==> config.mk <==
export PLATFORM = sky130hd
export DESIGN_NAME = ysyx_23060072_mem_arbiter
export DESIGN_NICKNAME = d
export VERILOG_FILES = /design/src/rtl/ysyx_23060072_mem_arbiter.sv
export SDC_FILE = /design/constraint.sdc
export NUM_CORES = 1
export LEC_CHECK = 0
export ABC_CLOCK_PERIOD_IN_PS = 2500
export CELL_PAD_IN_SITES_DETAIL_PLACEMENT = 0
export CELL_PAD_IN_SITES_GLOBAL_PLACEMENT = 1
export CORE_ASPECT_RATIO = 1.75
export CORE_MARGIN = 2
export CORE_UTILIZATION = 28
export CTS_CLUSTER_DIAMETER = 100
export DETAILED_ROUTE_END_ITERATION = 10
export PLACE_DENSITY = 0.91
export SYNTH_ARGS = -nofsm -noshare
export SYNTH_HDL_FRONTEND = slang
export SYNTH_SLANG_ARGS = --single-unit
export TNS_END_PERCENT = 100
==> constraint.sdc <==
create_clock -name clk -period 2.5 [get_ports clk]
set_input_delay 0.625 -clock clk [delete_from_list [all_inputs] [get_ports clk]]
set_output_delay 0.625 -clock clk [all_outputs]
set_load 0.005 [all_outputs]
==> src/rtl/ysyx_23060072_mem_arbiter.sv <==
// Shares one slave port between instruction fetch and LSU with one transaction in flight.
// LSU has priority, fetch is forced through after STARVE_LIMIT losses, and slave silence is cut off by a timeout.
module ysyx_23060072_mem_arbiter #(
    parameter int STARVE_LIMIT = 4,
    parameter int TIMEOUT      = 255
) (
    input  logic        clk,
    input  logic        rst,
    input  logic        if_req_i,
    input  logic [31:0] if_addr_i,
    output logic        if_gnt_o,
    output logic        if_rvalid_o,
    input  logic        lsu_req_i,
    input  logic        lsu_we_i,
    input  logic [31:0] lsu_addr_i,
    input  logic [31:0] lsu_wdata_i,
    output logic        lsu_gnt_o,
    output logic        lsu_rvalid_o,
    output logic [31:0] rdata_o,
    output logic        slv_req_o,
    output logic        slv_we_o,
    output logic [31:0] slv_addr_o,
    output logic [31:0] slv_wdata_o,
    input  logic [31:0] slv_rdata_i,
    input  logic        slv_rvalid_i,
    output logic        bus_err_o
);

    typedef enum logic [1:0] {
        IDLE     = 2'd0,
        BUSY_IF  = 2'd1,
        BUSY_LSU = 2'd2
    } state_e;

    localparam int              SW         = (STARVE_LIMIT < 1) ? 1 : $clog2(STARVE_LIMIT + 1);
    localparam logic [SW-1:0]   STARVE_MAX = SW'(STARVE_LIMIT);
    localparam logic [7:0]      TMO_MAX    = 8'(TIMEOUT);

    state_e        state_q, state_d;
    logic [SW-1:0] starve_q, starve_d;
    logic [7:0]    tmo_q, tmo_d;
    logic          if_gnt_q, if_gnt_d;
    logic          lsu_gnt_q, lsu_gnt_d;
    logic          if_rvalid_q, if_rvalid_d;
    logic          lsu_rvalid_q, lsu_rvalid_d;
    logic          bus_err_q, bus_err_d;
    logic          slv_req_q, slv_req_d;
    logic          slv_we_q, slv_we_d;
    logic [31:0]   slv_addr_q, slv_addr_d;
    logic [31:0]   slv_wdata_q, slv_wdata_d;
    logic [31:0]   rdata_q, rdata_d;
    logic          lsu_wins;

    // Fetch only overrides the LSU once it has lost STARVE_LIMIT times in a row.
    assign lsu_wins = lsu_req_i && !(if_req_i && (starve_q == STARVE_MAX));

    always_comb begin
        state_d      = state_q;
        starve_d     = starve_q;
        tmo_d        = tmo_q;
        if_gnt_d     = 1'b0;
        lsu_gnt_d    = 1'b0;
        if_rvalid_d  = 1'b0;
        lsu_rvalid_d = 1'b0;
        bus_err_d    = 1'b0;
        slv_req_d    = 1'b0;
        slv_we_d     = slv_we_q;
        slv_addr_d   = slv_addr_q;
        slv_wdata_d  = slv_wdata_q;
        rdata_d      = rdata_q;
        case (state_q)
            IDLE: begin
                if (lsu_wins) begin
                    state_d     = BUSY_LSU;
                    lsu_gnt_d   = 1'b1;
                    slv_req_d   = 1'b1;
                    slv_we_d    = lsu_we_i;
                    slv_addr_d  = lsu_addr_i;
                    slv_wdata_d = lsu_wdata_i;
                    tmo_d       = 8'd0;
                    if (if_req_i && (starve_q != STARVE_MAX)) begin
                        starve_d = starve_q + SW'(1);
                    end
                end else if (if_req_i) begin
                    state_d     = BUSY_IF;
                    if_gnt_d    = 1'b1;
                    slv_req_d   = 1'b1;
                    slv_we_d    = 1'b0;
                    slv_addr_d  = if_addr_i;
                    slv_wdata_d = 32'd0;
                    tmo_d       = 8'd0;
                    starve_d    = '0;
                end
            end
            BUSY_IF, BUSY_LSU: begin
                // A response arriving on the timeout cycle still counts as a good response.
                if (slv_rvalid_i) begin
                    state_d      = IDLE;
                    rdata_d      = slv_rdata_i;
                    if_rvalid_d  = (state_q == BUSY_IF);
                    lsu_rvalid_d = (state_q == BUSY_LSU);
                end else if (tmo_q == TMO_MAX) begin
                    state_d      = IDLE;
                    rdata_d      = 32'd0;
                    bus_err_d    = 1'b1;
                    if_rvalid_d  = (state_q == BUSY_IF);
                    lsu_rvalid_d = (state_q == BUSY_LSU);
                end else begin
                    tmo_d = tmo_q + 8'd1;
                end
            end
            default: state_d = IDLE;
        endcase
    end

    always_ff @(posedge clk) begin
        if (rst) begin
            state_q      <= IDLE;
            starve_q     <= '0;
            tmo_q        <= 8'd0;
            if_gnt_q     <= 1'b0;
            lsu_gnt_q    <= 1'b0;
            if_rvalid_q  <= 1'b0;
            lsu_rvalid_q <= 1'b0;
            bus_err_q    <= 1'b0;
            slv_req_q    <= 1'b0;
            slv_we_q     <= 1'b0;
            slv_addr_q   <= 32'd0;
            slv_wdata_q  <= 32'd0;
            rdata_q      <= 32'd0;
        end else begin
            state_q      <= state_d;
            starve_q     <= starve_d;
            tmo_q        <= tmo_d;
            if_gnt_q     <= if_gnt_d;
            lsu_gnt_q    <= lsu_gnt_d;
            if_rvalid_q  <= if_rvalid_d;
            lsu_rvalid_q <= lsu_rvalid_d;
            bus_err_q    <= bus_err_d;
            slv_req_q    <= slv_req_d;
            slv_we_q     <= slv_we_d;
            slv_addr_q   <= slv_addr_d;
            slv_wdata_q  <= slv_wdata_d;
            rdata_q      <= rdata_d;
        end
    end

    assign if_gnt_o     = if_gnt_q;
    assign lsu_gnt_o    = lsu_gnt_q;
    assign if_rvalid_o  = if_rvalid_q;
    assign lsu_rvalid_o = lsu_rvalid_q;
    assign bus_err_o    = bus_err_q;
    assign slv_req_o    = slv_req_q;
    assign slv_we_o     = slv_we_q;
    assign slv_addr_o   = slv_addr_q;
    assign slv_wdata_o  = slv_wdata_q;
    assign rdata_o      = rdata_q;

endmodule

* Word-level counts from Yosys, hierarchy flattened *
Index checks and enable logic that the tools add are counted.
W data, S select, Z words.

word-level totals
  flip-flop bits (word level) = 116

operators by class
  reductions and logical operators = 18
  add/sub/neg operators = 2
  bitwise logic cells = 2
  eq/ne operators = 10
  mux-type cells = 29

operators with widths
  operator               count
  $mux W32               6
  $mux W8                4
  $pmux W8 S2            1
  $mux W1                10
  $mux W3                3
  $ne A3 B3 Y1 const B   3
  $add A8 B1 Y8 const B  1
  $eq A8 B8 Y1 const B   1
  $mux W2                4
  $reduce_and A2 Y1      3
  $reduce_bool A2 Y1     3
  $reduce_or A2 Y1       3
  $reduce_or A3 Y1       2
  $ne A2 B2 Y1 const B   2
  $pmux W2 S2            1
  $reduce_and A4 Y1      1
  $add A3 B1 Y3 const B  1
  $eq A3 B3 Y1 const B   1
  $logic_and A1 B1 Y1    3
  $reduce_and A3 Y1      1
  $eq A2 B1 Y1 const B   1
  $eq A2 B2 Y1 const B   1
  $logic_not A2 Y1       1
  $ne A2 B1 Y1 const B   1
  2 further kinds        3

* Longest topological paths before layout *
Gate-level depths: netlist of run 1.

  word-level depth = 6
  gate-level depth with buffers = 9
  gate-level depth less buffers = 6

* Worst setup path before layout of run 1 *
No wires, ideal clock.

  path type = reg-to-reg
  start = register tmo_q[0]
  end = register tmo_q[5]
  library setup time = 132 ps
  stages on the path, launching flop included = 7
  slack = 784 ps
  arrival time = 1584 ps
  required time = 2368 ps
  cells stage by stage = dfxtp_1 > ha_1 > and4_4 > buf_6 > or4_1 > a21oi_1 > nor3_1

between the ends
  cells in the longest elaborated chain, start to end = 4
  elaborated cells on any way between the ends = 7

RTL lines
  item                    RTL line  source
  start, declared         41        logic [7:0] tmo_q, tmo_d;
  start signal, assigned  134       tmo_q <= tmo_d;
  $add A8 B1 Y8           109       tmo_d = tmo_q + 8'd1;
  $mux W8                 102       end else if (tmo_q == TMO_MAX) begin
  $mux W8                 97        if (slv_rvalid_i) begin
  $pmux W8 S2             71        case (state_q)

Several ways; a longest one is shown, not always the timed one. The select of a mux whose other input is x is not followed.
A chain may end at the register's enable or synchronous reset.

* Worst setup path after layout of run 1 *
  start = register slv_addr_q[29] (netlist: slv_addr_o[29])
  end = output slv_addr_o[29]

RTL lines
  item                    RTL line  source
  start, declared         49        logic [31:0] slv_addr_q, slv_addr_d;
  start signal, assigned  142       slv_addr_q <= slv_addr_d;
  end, declared           22        output logic [31:0] slv_addr_o,

No word-level cell between the ends.

==> run summary, run 1 <==
Worst EP arrival = 1.30 ns
maximum frequency from static timing analysis = 520 MHz
Worst Skew = 0.00976 ns
Crit-path slowest cell = clkdlybuf4s50_1
Net Count, Synth = 649
Final Hold Viols = 0
peak supply drop = 0.000370 V
total area of multi-input combinational cells = 0.00195 mm2
share of total power in sequential cells = 37.3%
required time at the endpoint of the critical path = 1.88 ns
diodes inserted = 0
total routed wirelength = 14500 um
post-CTS setup repair buffer count = 0
Syn Inst Count = 509
Min-Delay Startpoint = slv_wdata_o[2]$_SDFFE_PP0P_
RSZ-0062 raised after global routing = no
initial cell density of the core = 28.6%
ranking of synthesized cells by area = dfxtp_1 51%, nand2_1 8.9%, a311oi_1 7.0%
commonest register cell after synthesis = dfxtp_1
DR vias = 4513
share of the cycle needed by the critical path after routing = 76.9%
NumNets Final = 870
number of library cell types mapped by synthesis = 38
drt pass-1 iters = 4
cell type with the largest total area after synthesis = dfxtp_1
Post-synth ARST share = 0%
Worst Setup SP = slv_addr_o[29]$_SDFFE_PP0P_
reported leakage power = 2.85 nW
beginning of the worst register-to-register path = state_q[0]$_SDFFE_PP0P_
DRC = 0
critical path start-end classification = reg -> out
total gr overflow = 0
Comb power frac = 18.3%
hold buffer count at cts = 0
area of the core region = 0.0159 mm2
antenna violations before repair = 0
Final HPWL DP = 10100 um
dominant cell by count in the synthesized netlist = dfxtp_1
biggest fanout along the worst timing path = 2
largest buffer count on any clock path = 2
clock share of power = 44.4%
IO Pins = 237
Ys Warns = 0
Slew @ Worst Pin = 0.594 ns
final slew viol count = 0
later-pin clock latency in the skew report = 0.40 ns
worst-path cell chain = clkdlybuf4s50_1
clock tree from TritonCTS = yes
Crit path buffers/inverters = 1
number of enable-type register cells in the synthesized netlist = 0
internal power = 4.20 mW
number of buffer cells added on primary ports = 236
number of cells on the critical path = 1
average wire length per cell after detail routing = 15.5 um
depth of the worst register-to-register path = 6
total CTS buffers = 17
number of inserted filler cells in the final layout = 1491
outcome = finished, final reports clean
via/cell ratio = 4.84
number of clock sinks = 116
kind of capture point of the worst setup path = output pin
Power Total = 5.54 mW
height of the die = 172 um
cells resized by post-CTS repair = 0
antenna-violating nets left = 0
fraction of final layout cells with drive strength greater than 1 = 6.86%
CTS clk-pin slew, worst paths = 0.05 ns
cell family contributing the most delay on the critical path = buffers and inverters
die width = 100 um
footprint of the flip-flops and latches = 0.00232 mm2
number of max-capacitance violations reported = 0
final worst hold slack = 0.448 ns
synthesis-stage register bit count = 116
sw power = 1.34 mW
H-tree levels = 4
cell row count = 61
summed negative setup slack over all endpoints = 0 ns
wire length of the first global-routing pass = 21800 um
number of stages on the worst hold path = 2
average footprint of a synthesized cell = 8.91 um2
final critical-path required period = 1.92 ns
overall die area = 0.0173 mm2
violation count after the first detailed-routing iteration = 200
top cell type's share of synthesized area = 51.2%
portion of the post-synthesis area used by sequential elements = 51.2%
netlist area before placement = 0.00453 mm2
Tot GR Track Use = 16.1%
startpoint class of the critical path = register
fraction of power spent switching nets = 24.2%
Synth top cells by count = 116 x dfxtp_1, 107 x nand2_1, 42 x a21oi_1
slowest stage delay, CP = 0.57 ns
Layout Area Growth over Synthesis = 68.9%
Final Setup Violations = 0
classification of the worst-slack hold path = reg -> reg
maximum number of pins on one net before global-route repair = 56
number of global-route vias before repair = 4216
Placer Congestion = 0.797
Pwr per Cell Area = 724 mW/mm2
CTS root buffer = clkbuf_16
headroom to the max-slew limit = 60.4%
## state kept, by name, summed over array words and instances, names as in the netlist
name / count
slv_addr_o: 32
if_rvalid_o: 1
bus_err_o: 1
starve_q: 3
lsu_rvalid_o: 1
if_gnt_o: 1
slv_wdata_o: 32
state_q: 2
slv_req_o: 1
tmo_q: 8
slv_we_o: 1
rdata_o: 32
lsu_gnt_o: 1
## power groups by stage
stage / combinational (mW) / sequential [mW] / clock [mW]
global route: 1.11 / 2.08 / 2.62
finish: 1.02 / 2.06 / 2.46
CTS: 1.03 / 2.06 / 2.54
floorplan: 0.392 / 2.11 / 0
detailed placement: 1.02 / 2.10 / 0
global placement: 1.02 / 2.10 / 0
## cells by family (layout without fill, tap and decap cells)
group	Yosys count	in the layout	share of synthesized area (%)
adder cells (fa/ha/maj)	6	6	1.66
flip-flops	116	116	51.2
AO/OA/AOI/OAI	128	128	21.2
buffers and inverters	53	287	5.99
AND/OR/NAND/NOR	206	206	19.9
## stage by stage
step	cell area, um2	util, %	cells	worst slack [ns]
final	7650	48.2	932	0.578
after detailed placement	7060	44.5	900	0.249
after global placement	7060	44.5	900	0.279
after floorplan	4530	-	509	0.784
after global routing	7650	48.2	932	0.468
after CTS	7650	48.2	932	0.557
## final timing paths
check / to / slack [ns]
worst min register to register: slv_wdata_o[2]$_SDFFE_PP0P_ / 0.45
worst max-delay path: slv_addr_o[29] / 0.58
worst max register to register: tmo_q[2]$_SDFFE_PP0P_ / 0.68
worst min-delay path: slv_wdata_o[2]$_SDFFE_PP0P_ / 0.45
## placed cells by master (no fill, tap or decap), types with 2 or more instances in the layout
| cell | Yosys | routed |
|---|---|---|
| clkinv_4 | 0 | 2 |
| bufinv_16 | 0 | 3 |
| buf_12 | 0 | 6 |
| clkdlybuf4s50_1 | 0 | 235 |
| and3b_1 | 2 | 2 |
| buf_4 | 1 | 6 |
| nand3_1 | 40 | 40 |
| clkinv_2 | 0 | 4 |
| a311oi_1 | 36 | 36 |
| dfxtp_1 | 116 | 116 |
| ha_1 | 6 | 6 |
| nand2b_1 | 4 | 4 |
| nor2_1 | 36 | 36 |
| nand4_1 | 2 | 2 |
| a21oi_1 | 42 | 42 |
| clkbuf_1 | 23 | 4 |
| inv_1 | 7 | 7 |
| clkbuf_8 | 0 | 2 |
| a21o_1 | 2 | 2 |
| and2_1 | 3 | 2 |
| clkbuf_16 | 0 | 17 |
| o21ai_0 | 2 | 2 |
| or4_1 | 2 | 2 |
| nor3_1 | 4 | 4 |
| a2111oi_0 | 2 | 2 |
| nand2_1 | 107 | 107 |
| a22o_1 | 32 | 32 |
| a41oi_1 | 2 | 2 |
## area by class of cell
cell class              count  area share, %
clock buffers              23           6.11
clock inverters             9           1.67
inverters                   7          0.343
multi-input cells         340           25.5
flip-flops and latches    116           30.3
well taps                 189           3.09
repair buffers            248           33.0
## routing by layer
layer  global-route usage (%)  share of wire [%]
met4                     6.55                1.6
met3                     4.53                6.0
met2                     29.2                 54
met5                        0                  0
met1                     17.3                 39
Note: power is estimated with default switching activity, not from simulation.
==> run 2, diff against run 1 <==
Settings changed: ABC_CLOCK_PERIOD_IN_PS 2500 to 1700, CORE_UTILIZATION 28 to 25, PLACE_DENSITY 0.91 to 0.87.
Clock period 2.5 ns to 1.7 ns, I/O delays scaled along.
==> run summary, run 2 (synthesis results as in run 1) <==
Final Hold Viols = 0 (unchanged)
CTS clk-pin slew, worst paths = 0.06 ns (about the same)
drt pass-1 iters = 4 (unchanged)
clock tree from TritonCTS = yes
outcome = finished, final reports clean
via/cell ratio = 4.62 (-4.6%)
cell family contributing the most delay on the critical path = buffers and inverters
total gr overflow = 0 (unchanged)
hold buffer count at cts = 0 (unchanged)
number of max-capacitance violations reported = 0 (unchanged)
final non-filler cell total = 1005 (+7.8%)
overall die area = 0.0193 mm2 (+12%)
internal power = 6.19 mW (+47%)
Register-to-Register Setup Slack = 0.08 ns (-0.60 ns)
reported leakage power = 3.95 nW (+39%)
number of clock sinks = 116 (unchanged)
NumNets Final = 898 (+3.2%)
post-placement cell area = 0.00737 mm2 (+4.4%)
Final Cell Area = 0.00815 mm2 (+6.4%)
Placer Congestion = 0.788 (-1.2%)
biggest fanout along the worst timing path = 2 (unchanged)
fraction of power spent switching nets = 25.8% (+1.6 points)
RSZ-0062 raised after global routing = yes
beginning of the worst register-to-register path = state_q[0]$_SDFFE_PP0P_
share of total power in sequential cells = 36.3% (-1.0 points)
area of the core region = 0.0179 mm2 (+13%)
wire length of the first global-routing pass = 23700 um (+8.9%)
total CTS buffers = 17 (unchanged)
Min-Delay Startpoint = slv_wdata_o[23]$_SDFFE_PP0P_
terminus of the critical flop-to-flop path = tmo_q[2]$_SDFFE_PP0P_
DR vias = 4644 (+2.9%)
share of the cycle needed by the critical path after routing = 97.7%
Layout Area Growth over Synthesis = 79.7%
terminating pin of the worst hold path = slv_wdata_o[23]$_SDFFE_PP0P_
Final Setup Violations = 0 (unchanged)
number of placed instances, taps included = 970 (+7.8%)
IO Pins = 237 (unchanged)
Final HPWL DP = 10900 um (+7.3%)
maximum frequency from static timing analysis = 602 MHz
average wire length per cell after detail routing = 15.5 um (about the same)
Crit-path slowest cell = clkdlybuf4s50_1
initial cell density of the core = 25.3% (-3.2 points)
most common cell after layout, fill and taps aside = clkdlybuf4s50_1
Pwr per Cell Area = 1020 mW/mm2 (+41%)
Crit path buffers/inverters = 1 (unchanged)
clock share of power = 44.7% (+0.3 points)
classification of the worst-slack hold path = reg -> reg
antenna violations before repair = 0 (unchanged)
CTS root buffer = clkbuf_16
total routed wirelength = 15600 um (+7.8%)
Comb power frac = 19.0% (+0.7 points)
fraction of final layout cells with drive strength greater than 1 = 13.0% (+6.1 points)
required time at the endpoint of the critical path = 1.27 ns (-0.61 ns)
Tot GR Track Use = 15.8% (-0.34 points)
largest buffer count on any clock path = 2 (unchanged)
DRC = 0 (unchanged)
headroom to the max-slew limit = 76.6% (+16 points)
final critical-path required period = 1.66 ns
critical path start-end classification = reg -> out
die width = 106 um (+5.6%)
height of the die = 182 um (+5.7%)
final slew viol count = 0 (unchanged)
startpoint class of the critical path = register
worst-path cell chain = clkdlybuf4s50_1
later-pin clock latency in the skew report = 0.41 ns (about the same)
slowest stage delay, CP = 0.50 ns (-0.07 ns)
Util after Layout = 45.5% (-2.7 points)
peak supply drop = 0.000526 V (+42%)
number of global-route vias before repair = 4402 (+4.4%)
number of stages on the worst hold path = 2 (unchanged)
violation count after the first detailed-routing iteration = 279 (+40%)
diodes inserted = 0 (unchanged)
antenna-violating nets left = 0 (unchanged)
Worst EP arrival = 1.24 ns (-0.06 ns)
sw power = 2.16 mW (+61%)
Worst Skew = 0.00739 ns (-0.00237 ns)
depth of the worst register-to-register path = 7 (+1)
Slew @ Worst Pin = 0.351 ns (-0.243 ns)
number of buffer cells added on primary ports = 236 (unchanged)
H-tree levels = 4 (unchanged)
kind of capture point of the worst setup path = output pin
commonest cells after routing, fill and taps aside = 146 x clkdlybuf4s50_1, 110 x dfxtp_1, 107 x nand2_1
maximum number of pins on one net before global-route repair = 56 (unchanged)
cell row count = 65 (+6.6%)
[run 2: cell count changes in the layout (fill, tap and decap cells not counted), sizes merged]
cell / before / now
clkinvlp: 0 / 2
clkbuf: 23 / 19
dlygate4sd2: 0 / 44
inv: 7 / 10
buf: 13 / 40
dlymetal6s2s: 0 / 45
clkdlybuf4s50: 235 / 146
[run 2: cell type report]
| cell class | count | area (um2) |
|---|---|---|
| repair buffers | 276 | 2870 |
| fillers | 1753 | 9740 |
| flip-flops and latches | 116 | 2330 |
| multi-input cells | 340 | 2010 |
| well taps | 234 | 293 |
| clock buffers | 18 | 439 |
| clock inverters | 14 | 176 |
| inverters | 7 | 26.3 |
[run 2: routing by layer]
| layer | vias to the layer above | track usage (%) | wire length [um] |
|---|---|---|---|
| li1 | 2305 | - | - |
| met1 | 2130 | 17.8 | 6180 |
| met2 | 181 | 27.2 | 8090 |
| met3 | 28 | 4.11 | 851 |
| met4 | 0 | 7.95 | 476 |
| met5 | - | 0 | 0 |
[run 2: stage by stage]
step / hold WS [ns] / setup TNS, ns / power [mW] / setup WS [ns]
2_1_floorplan: 0.440 / 0 / 3.68 / 0.0307
3_3_place_gp: 0.438 / -18.64 / 4.71 / -0.255
3_5_place_dp: 0.442 / -23.22 / 4.72 / -0.343
4_1_cts: 0.448 / 0 / 8.45 / 0.000264
5_1_grt: 0.466 / -0.0260 / 8.74 / -0.0111
6_report: 0.445 / 0 / 8.34 / 0.0392
[run 2: power by group through the flow]
| stage | Combinational, mW | Clock (mW) | Sequential (mW) |
|---|---|---|---|
| 2_1_floorplan | 0.576 | 0 | 3.11 |
| 3_3_place_gp | 1.62 | 0 | 3.08 |
| 3_5_place_dp | 1.63 | 0 | 3.09 |
| 4_1_cts | 1.58 | 3.84 | 3.03 |
| 5_1_grt | 1.72 | 3.96 | 3.06 |
| 6_report | 1.58 | 3.73 | 3.03 |
[run 2: worst max-delay path by stage]
stage                                      startpoint                     endpoint  slack, ns  cells past startpoint
after floorplan               state_q[0]$_SDFFE_PP0P_     rdata_o[10]$_SDFFE_PP0P_       0.03                      7
after global placement                       if_req_i  slv_addr_o[16]$_SDFFE_PP0P_      -0.25                      6
after detailed placement                     if_req_i   slv_addr_o[9]$_SDFFE_PP0P_      -0.34                      6
after global routing         starve_q[0]$_SDFFE_PP0P_     starve_q[0]$_SDFFE_PP0P_      -0.01                      7
final                        rdata_o[26]$_SDFFE_PP0P_                  rdata_o[26]       0.04                      1
after CTS                 slv_addr_o[22]$_SDFFE_PP0P_               slv_addr_o[22]     0.0003                      1
[run 2: repair_timing]
item	CTS	global route
pin swaps	0	5
gates cloned	0	1
setup buffers	0	2
setup endpoints to repair	51	136
resized for setup	48	61
